[config.mk]
export PLATFORM = sky130hd
export DESIGN_NAME = ch_xfer_ctrl_flat
export DESIGN_NICKNAME = d
export VERILOG_FILES = /design/src/rtl/ch_pkg.sv /design/src/rtl/ch_xfer_ctrl_if.sv /design/src/rtl/ch_xfer_oreg.sv /design/src/rtl/ch_xfer_ctrl.sv /design/src/flat_wrapper.sv
export SDC_FILE = /design/constraint.sdc
export NUM_CORES = 1
export LEC_CHECK = 0
export CELL_PAD_IN_SITES_DETAIL_PLACEMENT = 0
export CELL_PAD_IN_SITES_GLOBAL_PLACEMENT = 1
export CORE_MARGIN = 3
export CORE_UTILIZATION = 30
export DETAILED_ROUTE_END_ITERATION = 8
export PLACE_DENSITY = 0.87
export SLEW_MARGIN = 30
export SYNTH_ARGS = -nofsm -noshare
export SYNTH_HDL_FRONTEND = slang
export SYNTH_SLANG_ARGS = --single-unit
[constraint.sdc]
create_clock -name wb_clk_i -period 9.4 [get_ports wb_clk_i]
set_clock_uncertainty 0.1 [all_clocks]
set_input_delay 1.88 -clock wb_clk_i [delete_from_list [all_inputs] [get_ports wb_clk_i]]
set_output_delay 1.88 -clock wb_clk_i [all_outputs]
set_load 0.02 [all_outputs]
[src/rtl/ch_pkg.sv]
// Shared definitions for the channel transfer engine: state encoding,
// beat geometry and data-path width.
package ch_pkg;

  typedef enum logic [1:0] {
    ST_IDLE  = 2'd0,
    ST_SRC   = 2'd1,
    ST_DRAIN = 2'd2,
    ST_FIN   = 2'd3
  } state_t;

  localparam int BEAT_BYTES = 8;
  localparam int BEAT_SHIFT = 3;
  localparam int DATA_W     = 64;

endpackage

[src/rtl/ch_xfer_ctrl_if.sv]
// Bus bundle between the transfer engine and its surroundings: memory read
// stream, source FIFO push side, destination FIFO drain side and memory
// write stream. master = engine side, slave = FIFO/memory side.
interface ch_xfer_ctrl_if;
  import ch_pkg::*;

  logic              rd_valid;
  logic              rd_ready;
  logic [DATA_W-1:0] rd_dat;

  logic              src_xfer;
  logic              src_last;
  logic [31:0]       src_dat_o;
  logic [31:0]       src_dat64_o;
  logic              src_start;
  logic              src_stop;

  logic              dst_xfer;
  logic              dst_start;
  logic              dst_stop;
  logic              dst_end;
  logic [31:0]       dst_dat_i;
  logic [31:0]       dst_dat64_i;

  logic              wr_valid;
  logic              wr_ready;
  logic [DATA_W-1:0] wr_dat;

  modport master (
    input  rd_valid, rd_dat, src_start, src_stop,
    input  dst_start, dst_stop, dst_end, dst_dat_i, dst_dat64_i, wr_ready,
    output rd_ready, src_xfer, src_last, src_dat_o, src_dat64_o,
    output dst_xfer, wr_valid, wr_dat
  );

  modport slave (
    output rd_valid, rd_dat, src_start, src_stop,
    output dst_start, dst_stop, dst_end, dst_dat_i, dst_dat64_i, wr_ready,
    input  rd_ready, src_xfer, src_last, src_dat_o, src_dat64_o,
    input  dst_xfer, wr_valid, wr_dat
  );

endinterface

[src/rtl/ch_xfer_oreg.sv]
// Single-entry 64-bit output register for the write stream. "free" says a
// new word may be loaded this cycle (empty, or being taken right now).
module ch_xfer_oreg
  import ch_pkg::*;
(
  input  logic              clk,
  input  logic              rst,
  input  logic              load,
  input  logic              flush,
  input  logic              ready,
  input  logic [DATA_W-1:0] din,
  output logic              valid,
  output logic [DATA_W-1:0] dout,
  output logic              free
);

  assign free = ~valid | ready;

  // Hold one write beat; flush drops a pending beat on job kill.
  always_ff @(posedge clk or posedge rst) begin
    if (rst) begin
      valid <= 1'b0;
      dout  <= '0;
    end else if (flush) begin
      valid <= 1'b0;
    end else if (load) begin
      valid <= 1'b1;
      dout  <= din;
    end else if (ready) begin
      valid <= 1'b0;
    end
  end

endmodule

[src/rtl/ch_xfer_ctrl.sv]
// Channel transfer engine: pushes ceil(dc/8) read beats into the source FIFO
// (last one tagged) and drains the destination FIFO into the write stream
// until the end marker sits at the FIFO head.
// Optional watchdog: define CH_XFER_TIMEOUT_EN to kill a stalled job.
module ch_xfer_ctrl
  import ch_pkg::*;
#(
  parameter int DC_W   = 24,
  parameter int OCNT_W = 16,
  parameter int TMO_W  = 16
) (
  input  logic              wb_clk_i,
  input  logic              wb_rst_i,
  input  logic              go,
  input  logic              abort,
  input  logic [DC_W-1:0]   dc,
  ch_xfer_ctrl_if.master    bus,
  output logic              busy,
  output logic              done,
  output logic              err,
  output logic [OCNT_W-1:0] ocnt
);

  if (TMO_W < 2 || DC_W <= BEAT_SHIFT) begin : g_param_chk
    $error("ch_xfer_ctrl: TMO_W must be >= 2 and DC_W > BEAT_SHIFT");
  end

  state_t            state, state_nxt;
  logic [DC_W:0]     beats;
  logic [DC_W:0]     beats_init;
  logic              active, kill, tmo_hit;
  logic              src_xfer, src_last, dst_xfer;
  logic              wr_valid, free, wr_hs;

  // One extra bit so dc near all-ones cannot wrap before the shift.
  assign beats_init = ({1'b0, dc} + (DC_W+1)'(BEAT_BYTES - 1)) >> BEAT_SHIFT;
  assign active     = (state == ST_SRC) || (state == ST_DRAIN);
  assign kill       = active & (abort | tmo_hit);
  assign wr_hs      = wr_valid & bus.wr_ready;

`ifdef CH_XFER_TIMEOUT_EN
  logic [TMO_W-1:0] tmo_cnt;

  // Watchdog: counts cycles without any push, pop or write handshake.
  always_ff @(posedge wb_clk_i or posedge wb_rst_i) begin
    if (wb_rst_i) begin
      tmo_cnt <= '0;
    end else if (!active || src_xfer || dst_xfer || wr_hs) begin
      tmo_cnt <= '0;
    end else begin
      tmo_cnt <= tmo_cnt + TMO_W'(1);
    end
  end

  assign tmo_hit = active & (tmo_cnt == '1);
`else
  assign tmo_hit = 1'b0;
`endif

  // Next-state and transfer strobes; push/pop are suppressed in a kill cycle.
  always_comb begin
    state_nxt = state;
    src_xfer  = 1'b0;
    src_last  = 1'b0;
    dst_xfer  = 1'b0;
    if (state == ST_SRC && !kill) begin
      src_xfer = bus.rd_valid & bus.src_start & ~bus.src_stop & (beats != '0);
    end else begin
      src_xfer = 1'b0;
    end
    src_last = src_xfer & (beats == (DC_W+1)'(1));
    if (active && !kill) begin
      dst_xfer = bus.dst_start & ~bus.dst_end & free;
    end else begin
      dst_xfer = 1'b0;
    end
    case (state)
      ST_IDLE: begin
        if (go) begin
          state_nxt = (dc == '0) ? ST_FIN : ST_SRC;
        end else begin
          state_nxt = ST_IDLE;
        end
      end
      ST_SRC: begin
        if (kill) begin
          state_nxt = ST_FIN;
        end else if (src_last) begin
          state_nxt = ST_DRAIN;
        end else begin
          state_nxt = ST_SRC;
        end
      end
      ST_DRAIN: begin
        if (kill) begin
          state_nxt = ST_FIN;
        end else if (bus.dst_start && bus.dst_end && !wr_valid) begin
          state_nxt = ST_FIN;
        end else begin
          state_nxt = ST_DRAIN;
        end
      end
      ST_FIN:  state_nxt = ST_IDLE;
      default: state_nxt = ST_IDLE;
    endcase
  end

  // State register plus job bookkeeping: remaining beats, error flag, beat count.
  always_ff @(posedge wb_clk_i or posedge wb_rst_i) begin
    if (wb_rst_i) begin
      state <= ST_IDLE;
      beats <= '0;
      err   <= 1'b0;
      ocnt  <= '0;
    end else begin
      state <= state_nxt;
      if (state == ST_IDLE && go) begin
        beats <= beats_init;
        err   <= 1'b0;
        ocnt  <= '0;
      end else begin
        if (kill) begin
          beats <= '0;
          err   <= 1'b1;
        end else if (src_xfer) begin
          beats <= beats - (DC_W+1)'(1);
        end
        if (wr_hs && ocnt != '1) begin
          ocnt <= ocnt + OCNT_W'(1);
        end
      end
    end
  end

  ch_xfer_oreg u_oreg (
    .clk   (wb_clk_i),
    .rst   (wb_rst_i),
    .load  (dst_xfer),
    .flush (kill),
    .ready (bus.wr_ready),
    .din   ({bus.dst_dat64_i, bus.dst_dat_i}),
    .valid (wr_valid),
    .dout  (bus.wr_dat),
    .free  (free)
  );

  assign bus.rd_ready    = src_xfer;
  assign bus.src_xfer    = src_xfer;
  assign bus.src_last    = src_last;
  assign bus.src_dat_o   = bus.rd_dat[31:0];
  assign bus.src_dat64_o = bus.rd_dat[63:32];
  assign bus.dst_xfer    = dst_xfer;
  assign bus.wr_valid    = wr_valid;
  assign busy            = (state != ST_IDLE);
  assign done            = (state == ST_FIN);

endmodule

[src/flat_wrapper.sv]
// flat-port wrapper written by rule: the top's interface ports become plain ports
module ch_xfer_ctrl_flat import ch_pkg::*;
#(
  parameter int DC_W   = 24,
  parameter int OCNT_W = 16,
  parameter int TMO_W  = 16
)
  (wb_clk_i, wb_rst_i, go, abort, dc, busy, done, err, ocnt, bus_rd_valid, bus_rd_dat, bus_src_start, bus_src_stop, bus_dst_start, bus_dst_stop, bus_dst_end, bus_dst_dat_i, bus_dst_dat64_i, bus_wr_ready, bus_rd_ready, bus_src_xfer, bus_src_last, bus_src_dat_o, bus_src_dat64_o, bus_dst_xfer, bus_wr_valid, bus_wr_dat);
  ch_xfer_ctrl_if bus_i ();
  input  logic wb_clk_i;
  input  logic wb_rst_i;
  input  logic go;
  input  logic abort;
  input  logic [DC_W-1:0] dc;
  output logic busy;
  output logic done;
  output logic err;
  output logic [OCNT_W-1:0] ocnt;
  input wire logic [$bits(bus_i.rd_valid)-1:0] bus_rd_valid;
  input wire logic [$bits(bus_i.rd_dat)-1:0] bus_rd_dat;
  input wire logic [$bits(bus_i.src_start)-1:0] bus_src_start;
  input wire logic [$bits(bus_i.src_stop)-1:0] bus_src_stop;
  input wire logic [$bits(bus_i.dst_start)-1:0] bus_dst_start;
  input wire logic [$bits(bus_i.dst_stop)-1:0] bus_dst_stop;
  input wire logic [$bits(bus_i.dst_end)-1:0] bus_dst_end;
  input wire logic [$bits(bus_i.dst_dat_i)-1:0] bus_dst_dat_i;
  input wire logic [$bits(bus_i.dst_dat64_i)-1:0] bus_dst_dat64_i;
  input wire logic [$bits(bus_i.wr_ready)-1:0] bus_wr_ready;
  output wire logic [$bits(bus_i.rd_ready)-1:0] bus_rd_ready;
  output wire logic [$bits(bus_i.src_xfer)-1:0] bus_src_xfer;
  output wire logic [$bits(bus_i.src_last)-1:0] bus_src_last;
  output wire logic [$bits(bus_i.src_dat_o)-1:0] bus_src_dat_o;
  output wire logic [$bits(bus_i.src_dat64_o)-1:0] bus_src_dat64_o;
  output wire logic [$bits(bus_i.dst_xfer)-1:0] bus_dst_xfer;
  output wire logic [$bits(bus_i.wr_valid)-1:0] bus_wr_valid;
  output wire logic [$bits(bus_i.wr_dat)-1:0] bus_wr_dat;
  assign bus_i.rd_valid = bus_rd_valid;
  assign bus_i.rd_dat = bus_rd_dat;
  assign bus_i.src_start = bus_src_start;
  assign bus_i.src_stop = bus_src_stop;
  assign bus_i.dst_start = bus_dst_start;
  assign bus_i.dst_stop = bus_dst_stop;
  assign bus_i.dst_end = bus_dst_end;
  assign bus_i.dst_dat_i = bus_dst_dat_i;
  assign bus_i.dst_dat64_i = bus_dst_dat64_i;
  assign bus_i.wr_ready = bus_wr_ready;
  assign bus_rd_ready = bus_i.rd_ready;
  assign bus_src_xfer = bus_i.src_xfer;
  assign bus_src_last = bus_i.src_last;
  assign bus_src_dat_o = bus_i.src_dat_o;
  assign bus_src_dat64_o = bus_i.src_dat64_o;
  assign bus_dst_xfer = bus_i.dst_xfer;
  assign bus_wr_valid = bus_i.wr_valid;
  assign bus_wr_dat = bus_i.wr_dat;
  ch_xfer_ctrl #(.DC_W(DC_W), .OCNT_W(OCNT_W), .TMO_W(TMO_W)) u_core (.wb_clk_i(wb_clk_i), .wb_rst_i(wb_rst_i), .go(go), .abort(abort), .dc(dc), .bus(bus_i), .busy(busy), .done(done), .err(err), .ocnt(ocnt));
endmodule
==> impl_metrics.yaml, run 1 <==
outcome:
  status: "complete, no violations"
worst_setup_path:
  end_kind: "output pin"
  cp-startpoint: "bus_rd_valid"
  worstReg2RegStart: "u_core.state[0]"
  reg2regPathDepth: 7
  timing.rr.end: "u_core.beats[10]"
  criticalPathCategory: "in2out"
  crit_end: "bus_rd_ready"
  worstPathMaxFanout: 12
  arrival_ns: 4.71
  start_kind: "input pin"
  ff2ff_setup_slack_ns: 6.66
  required_ns: 7.42
global_route:
  grt_pass1_vias: 5153
  grt_pass1_wl_mm: 27.2
  antenna_found_initial: 2
  grt_max_degree: 67
  grt-ovfl-total: 0
  track_usage: 0.153
final_layout:
  mostFrequentLayoutCell: "nand2_1"
  fin_util: 0.406
  syn2layout_area_growth_pct: 31.6
  drive_gt1_frac: 0.0489
  final_cell_mix: "nand2_1 (218), clkdlybuf4s50_1 (185), dfrtp_1 (109)"
  nets: 984
detailed_routing:
  viasPerCell: 4.71
  vias: 5110
  wl_per_cell_um: 15.3
  drt-total-wl_mm: 16.6
  drtAntennaViolNets: 0
  drt_iter0_drc: 254
  firstDrtPassIters: 5
  drc: 0
cts:
  cts.path.max_buffers: 2
  htreeDepth: 3
  clkSinkCount: 109
  ctsHoldBuffers: 0
  post_cts_buffers: 0
  path_clk_slew_ns: 0.07
  ctsResizeCount: 0
  clockRootBuffer: "clkbuf_16"
  cts_buffers: 9
  cts_tree: "done"
  clk_latency_ns: 0.35
sta:
  rsz0062_at_grt: "no"
  slew_viol_final: 0
  fin_tns_setup_ns: 0
  timing.final.crit_period_ns: 6.69
  worst_pin_slew_ns: 0.787
  clock.fmax_mhz: 150
  hold_violations: 0
  setup_ws_ns: 2.71
  fin_crit_sh: 0.711
  fin_hold_ws_ns: 0.373
  setup_violations: 0
  slew_headroom: 0.474
synth:
  synthCells: 706
  synth_edf_count: 0
  ys_warn_count: 0
  synth_nets: 877
  synth_ff_type: "dfrtp_1"
  netlist_area_um2: 6070
  async_reset_ff_frac: 1.00
  synth_top_area_cell: "dfrtp_1"
  netlist.area_leader.share: 0.449
  yosys.cell_types.count: 60
  synth-seq-cells: 109
  seq_area_frac_synth: 0.449
  syn_avg_cell_area_um2: 8.60
  synth_area_leaders: "dfrtp_1 (45%), nand2_1 (13%), buf_4 (8.0%)"
floorplan:
  top_level_ports: 315
  num_rows: 51
  initial_core_util: 0.309
  core_area_um2: 19700
  dieArea_um2: 22000
  die_w_um: 148
  fp.dieH_um: 148
power_and_ir_drop:
  p_leak_nw: 3.53
  ir_drop_mv: 0.136
  p_per_area_nw_per_um2: 272
placement:
  port_buffers: 185
  dp_hpwl_mm: 12.1
  dp_slack_ns: 2.65
  gp_congestion: 0.803
hold_path:
  worst_hold_path_type: "reg2reg"
  worstHoldPathCells: 2
flow_run:
  drv_cap: 0
[report_power, final]
group	leakage [nW]	internal, mW	switching, mW	total, mW
combinational	1.97	0.450	0.557	1.01
sequential	1.41	0.640	0.138	0.778
clock	0.149	0.196	0.193	0.389
total	3.53	1.29	0.888	2.17
[cells in the mapped netlist (9+ instances only)]
library cell / n
and3_1: 11
nand3_1: 16
nand2_1: 218
a31oi_1: 12
nor4_1: 9
nor3_1: 15
clkbuf_1: 18
o22ai_1: 9
nand4_1: 16
xnor2_1: 13
dfrtp_1: 109
xor2_1: 26
inv_1: 13
buf_4: 65
nor2_1: 47
a21oi_1: 12
[cell type report]
type	count	area, um^2
Clock inverter	6	60.1
Fill cell	2006	11700
Clock buffer	10	239
Antenna cell	1	2.50
Timing Repair Buffer	190	1890
Inverter	14	55.1
Sequential cell	109	2730
Tap cell	265	332
Multi-Input combinational cell	489	2680
[sequential cells by signal (all words and copies together), names as in the netlist]
name                 count
u_core.beats            25
u_core.err               1
u_core.ocnt             16
u_core.state             2
u_core.u_oreg.dout      64
u_core.u_oreg.valid      1
[metrics by stage]
stage	total power, mW	cells	instance area [um^2]
global placement	1.79	1067	7680
floorplan	1.38	706	6070
detailed placement	1.80	1067	7680
global route	2.34	1083	7990
finish	2.17	1084	7990
CTS	2.20	1083	7980
[critical path, cell delays in order]
cell and delay [ns]:
clkdlybuf4s50_1 0.51, nor4bb_1 0.64, and2_1 0.55, o21ai_4 0.18, inv_2 0.28, clkdlybuf4s50_1 0.66
[layer usage]
metal | routed length (um) | share of wire | up-vias | GRT usage
li1 | - | - | 2511 | -
met3 | 1430 | 0.086 | 28 | 0.0582
met4 | 240 | 0.014 | 4 | 0.0402
met1 | 7070 | 0.42 | 2416 | 0.194
met2 | 7860 | 0.47 | 151 | 0.246
met5 | 27 | 0.0016 | - | 0
[logic make-up (layout without fill, tap and decap cells)]
kind of cell | Yosys count | count (layout) | share of synthesized area
adder cells (fa/ha/maj) | 8 | 8 | 0.0165
flip-flops | 109 | 109 | 0.449
AND/OR/NAND/NOR | 370 | 370 | 0.284
other | 0 | 1 | 0
multiplexers | 1 | 1 | 0.00165
buffers and inverters | 108 | 220 | 0.109
AO/OA/AOI/OAI | 71 | 71 | 0.0825
XOR/XNOR | 39 | 39 | 0.0563
[how the worst min path moves through the flow]
stage,from,endpoint,slack (ns)
floorplan,u_core.beats[24],u_core.beats[24],0.37
global placement,u_core.u_oreg.dout[60],u_core.u_oreg.dout[60],0.36
detailed placement,u_core.u_oreg.dout[21],u_core.u_oreg.dout[21],0.36
CTS,u_core.u_oreg.dout[21],u_core.u_oreg.dout[21],0.38
global route,u_core.u_oreg.dout[49],u_core.u_oreg.dout[49],0.39
finish,u_core.u_oreg.dout[21],u_core.u_oreg.dout[21],0.37
Note: power is estimated with default switching activity, not from simulation.
==> run 2: changes to the inputs <==
- CORE_UTILIZATION: 30 -> 28
- PLACE_DENSITY: 0.87 -> 0.82
- clock period: 9.4 -> 6.4 ns (I/O delays scaled with it)
==> run 2 against run 1 <==
  * Utilization down 2.8 points
  * Clock-buffer cell count fell by 1
  * Global-route usage shrank 0.76 points
  * Final area is essentially flat
  * Routed wire length increased by 2.3%
  * First-iteration DRC count is 8.3% lower
  * Worst hold slack better by 0.0044 ns
==> impl_metrics.yaml, run 2 (synthesized netlist as in run 1, its figures left out) <==
outcome:
  status: "complete, no violations"
global_route:
  grt_pass1_wl_mm: 28.0
  grt_max_degree: 66
  antenna_found_initial: 0
  grt_pass1_vias: 5248
  grt-ovfl-total: 0
  track_usage: 0.145
placement:
  dpl.cell_count: 1076
  dp_hpwl_mm: 12.2
  port_buffers: 185
  gp_congestion: 0.791
detailed_routing:
  vias: 5075
  drt-total-wl_mm: 17.0
  drc: 0
  drtAntennaViolNets: 0
  firstDrtPassIters: 4
  wl_per_cell_um: 15.6
  drt_iter0_drc: 233
  viasPerCell: 4.65
sta:
  rsz0062_at_grt: "no"
  hold_violations: 0
  slew_viol_final: 0
  timing.final.crit_period_ns: 5.42
  fin_tns_setup_ns: 0
  worst_pin_slew_ns: 0.890
  setup_violations: 0
  fin_crit_sh: 0.847
  slew_headroom: 0.406
  clock.fmax_mhz: 184
worst_setup_path:
  reg2regPathDepth: 7
  start_kind: "input pin"
  required_ns: 5.02
  ff2ff_setup_slack_ns: 3.39
  timing.rr.end: "u_core.beats[17]"
  worstReg2RegStart: "u_core.state[0]"
  worstPathMaxFanout: 12
  end_kind: "output pin"
  criticalPathCategory: "in2out"
  arrival_ns: 4.04
cts:
  cts_tree: "done"
  path_clk_slew_ns: 0.08
  clk_latency_ns: 0.36
  ctsHoldBuffers: 0
  htreeDepth: 3
  clockRootBuffer: "clkbuf_16"
  cts_buffers: 9
  ctsResizeCount: 0
  post_cts_buffers: 0
  cts.path.max_buffers: 2
  clkSinkCount: 109
final_layout:
  mostFrequentLayoutCell: "nand2_1"
  final_cell_mix: "nand2_1 (218), clkdlybuf4s50_1 (185), dfrtp_1 (109)"
  largest_register_ffs: 64
  top_register: "u_core.u_oreg.dout"
  nets: 983
  final_cells: 1092
  syn2layout_area_growth_pct: 31.8
  drive_gt1_frac: 0.0490
  reg.largest.list: "u_core.u_oreg.dout (64), u_core.beats (25), u_core.ocnt (16)"
  num_antenna_cells: 0
floorplan:
  top_level_ports: 315
  initial_core_util: 0.287
  dieArea_um2: 23500
  die_w_um: 153
  num_rows: 53
  core_area_um2: 21200
  fp.dieH_um: 153
hold_path:
  worstHoldPathCells: 2
  worst_hold_path_type: "reg2reg"
  hold_path_end: "u_core.u_oreg.dout[47]"
  min_from: "u_core.u_oreg.dout[47]"
power_and_ir_drop:
  combPwrFrac: 0.462
  p_per_area_nw_per_um2: 399
  p_sw_frac: 0.412
  p_leak_nw: 3.52
  ir_drop_mv: 0.219
  p_int_mw: 1.88
  p_switching_mw: 1.31
  p_seq_frac: 0.356
  pwr-share-clk: 0.182
flow_run:
  drv_cap: 0
run 2: cell types whose count changed in the layout (fill, tap and decap cells not counted):
cell and change:
clkinv_2 +1, inv_6 -1, inv_8 -1, diode_2 -1
buf_4 -1, and2_1 -1, and2_2 +1, clkinv_8 +2
clkbuf_8 -1
run 2: worst max-delay path by stage:
| stage | start | to | cells after the start |
|---|---|---|---|
| after detailed placement | abort | bus_rd_ready | 7 |
| after CTS | abort | bus_rd_ready | 7 |
| final | abort | bus_rd_ready | 7 |
| after global routing | abort | bus_rd_ready | 7 |
| after floorplan | wb_rst_i | u_core.beats[0] | 1 |
| after global placement | abort | bus_src_xfer | 7 |
run 2: area by class of cell:
cell class | count | area (um^2)
inverters | 14 | 55.1
flip-flops and latches | 109 | 2730
repair buffers | 189 | 1880
well taps | 275 | 344
clock buffers | 9 | 225
fillers | 2169 | 13200
multi-input cells | 489 | 2690
clock inverters | 7 | 77.6
run 2: worst max-delay path, stage by stage:
cell and delay [ns]:
clkdlybuf4s50_1 0.48, nor4bb_1 0.50, buf_4 0.21, and2_1 0.43
o21ai_4 0.18, inv_2 0.28, clkdlybuf4s50_1 0.66
run 2: power by group through the flow:
stage                     combinational [mW]  clock, mW  sequential, mW
final                                   1.47      0.579            1.14
after global routing                    1.62      0.629            1.18
after CTS                               1.49      0.604            1.14
after detailed placement                1.49          0            1.15
after global placement                  1.48          0            1.14
after floorplan                        0.667          0            1.36
run 2: stage by stage:
stage	setup WS (ns)	power, mW	instance area, um^2	hold WS, ns	utilization
finish	0.977	3.19	8000	0.377	0.378
global route	0.837	3.42	8000	0.403	0.378
CTS	0.941	3.24	8000	0.382	0.378
detailed placement	0.938	2.63	7690	0.362	0.364
global placement	0.878	2.62	7690	0.356	0.363
floorplan	2.15	2.03	6070	0.370	-
run 2: routing by layer:
layer  track usage  routed length, um  up-vias
met5             0                  0        -
met4        0.0458                317        0
met3        0.0595               1400       25
met2         0.235               7860      152
met1         0.177               7430     2395
li1              -                  -     2503
==> run 3: changes to the inputs <==
- CORE_UTILIZATION: 28 -> 26
- PLACE_DENSITY: 0.82 -> 0.8
- clock period: 6.4 -> 4.4 ns (I/O delays scaled with it)
==> run 3 against run 2 <==
  * Sequential cell count unchanged
  * Critical path depth unchanged
  * Critical path type unchanged
  * Die area increased by 7.4%
  * Highest routed layer unchanged
  * Clock power increased by 49%
  * Largest cell class unchanged
  * Sequential share of layout area decreased by 0.63 points
  * First-iteration DRC count decreased by 0.86%
  * Routed wire length increased by 3.6%
  * Via count increased by 2.3%
==> impl_metrics.yaml, run 3 (synthesized netlist as in run 1, its figures left out) <==
sta:
  slew_headroom: 0.477
  setup_ws_ns: 0.0829
  timing.final.crit_period_ns: 4.32
  worst_pin_slew_ns: 0.783
  slew_viol_final: 0
  setup_violations: 0
  fin_crit_sh: 0.981
  rsz0062_at_grt: "no"
  clock.fmax_mhz: 232
  hold_violations: 0
final_layout:
  nets: 994
  largest_register_ffs: 64
  drive_gt1_frac: 0.0616
  mostFrequentLayoutCell: "nand2_1"
  syn2layout_area_growth_pct: 34.2
  area.sequential_um2: 2730
  multi_input_area_um2: 2690
  final_cells: 1141
  final_cell_mix: "nand2_1 (218), clkdlybuf4s50_1 (185), dfrtp_1 (109)"
  nFillCells: 2365
  reg.largest.list: "u_core.u_oreg.dout (64), u_core.beats (25), u_core.ocnt (16)"
  num_antenna_cells: 0
  top_register: "u_core.u_oreg.dout"
floorplan:
  dieArea_um2: 25200
  initial_core_util: 0.266
  die_w_um: 159
  top_level_ports: 315
  num_rows: 55
  fp.dieH_um: 159
  core_area_um2: 22800
flow_run:
  drv_cap: 0
cts:
  clockRootBuffer: "clkbuf_16"
  htreeDepth: 3
  clkSinkCount: 109
  ctsHoldBuffers: 0
  cts_tree: "done"
  path_clk_slew_ns: 0.08
  cts.path.max_buffers: 2
  clk_latency_ns: 0.36
  cts_buffers: 9
power_and_ir_drop:
  p_leak_nw: 3.59
  p_total_mw: 4.71
  ir_drop_mv: 0.304
  p_per_area_nw_per_um2: 578
global_route:
  grt-ovfl-total: 0
  grt_max_degree: 66
  grt_pass1_vias: 5215
  grt_pass1_wl_mm: 28.1
  track_usage: 0.137
  antenna_found_initial: 0
detailed_routing:
  drt-total-wl_mm: 17.6
  drc: 0
  vias: 5192
  drt_iter0_drc: 231
  viasPerCell: 4.55
  wl_per_cell_um: 15.4
  drtAntennaViolNets: 0
  firstDrtPassIters: 4
worst_setup_path:
  end_kind: "output pin"
  worstPathMaxFanout: 4
  criticalPathCategory: "in2out"
  crit_chain: "clkdlybuf4s50_1 > nor4bb_2 > buf_4 > nand4_1 > nor3_1 > buf_4 > clkdlybuf4s50_1"
  cpPeakStageDelay_ns: 0.59
  ff2ff_setup_slack_ns: 1.79
  arrival_ns: 3.34
  start_kind: "input pin"
  required_ns: 3.42
  cp_slowest_cell: "nor4bb_2"
placement:
  dp_slack_ns: -0.00805
  dp_hpwl_mm: 13.0
  port_buffers: 185
  dpl.cell_count: 1125
  gp_congestion: 0.765
outcome:
  status: "complete, no violations"
hold_path:
  worst_hold_path_type: "reg2reg"
## run 3: worst paths after layout
kind	from	end	cells past startpoint
worst min-delay path	u_core.u_oreg.dout[41]	u_core.u_oreg.dout[41]	2
worst max register to register	u_core.beats[0]	u_core.beats[19]	10
worst min register to register	u_core.u_oreg.dout[41]	u_core.u_oreg.dout[41]	2
min in group asynchronous	wb_rst_i	u_core.u_oreg.dout[3]	2
worst max-delay path	abort	bus_src_last	7
max in group asynchronous	wb_rst_i	u_core.u_oreg.dout[19]	3
## run 3: critical path, delay by kind of cell
kind	cells	cell delay, ns
buffers and inverters	4	1.52
and+or+nand+nor	3	0.94
## run 3: power by group
part / switching [mW] / leakage, nW / internal [mW]
registers: 0.292 / 1.41 / 1.37
clock network: 0.448 / 0.152 / 0.412
logic: 1.20 / 2.03 / 0.985
## run 3: area by class of cell
| type | count | area share |
|---|---|---|
| Sequential cell | 109 | 0.335 |
| Multi-Input combinational cell | 489 | 0.330 |
| Timing Repair Buffer | 200 | 0.243 |
| Tap cell | 313 | 0.0481 |
| Clock buffer | 9 | 0.0276 |
| Clock inverter | 7 | 0.00983 |
| Inverter | 14 | 0.00676 |
## run 3: layer usage
layer / wire, um / global-route usage / up-vias
met5: 0 / 0 / -
met4: 413 / 0.0458 / 0
met3: 1210 / 0.0441 / 27
met2: 8530 / 0.230 / 150
met1: 7480 / 0.166 / 2484
li1: - / - / 2531
## run 3: timing repair
item	CTS	global route
gates resized for setup	1	0
buffers inserted	0	0
endpoints found under the hold margin	0	0
endpoints found under the setup margin	1	0
## run 3: per-stage QoR
step / area, um^2 / hold WS, ns / util / TNS [ns]
after floorplan: 6070 / 0.370 / - / 0
after global placement: 7830 / 0.357 / 0.344 / 0
after detailed placement: 7840 / 0.361 / 0.344 / -0.00805
after CTS: 8150 / 0.384 / 0.358 / 0
after global routing: 8150 / 0.402 / 0.358 / 0
final: 8150 / 0.376 / 0.358 / 0
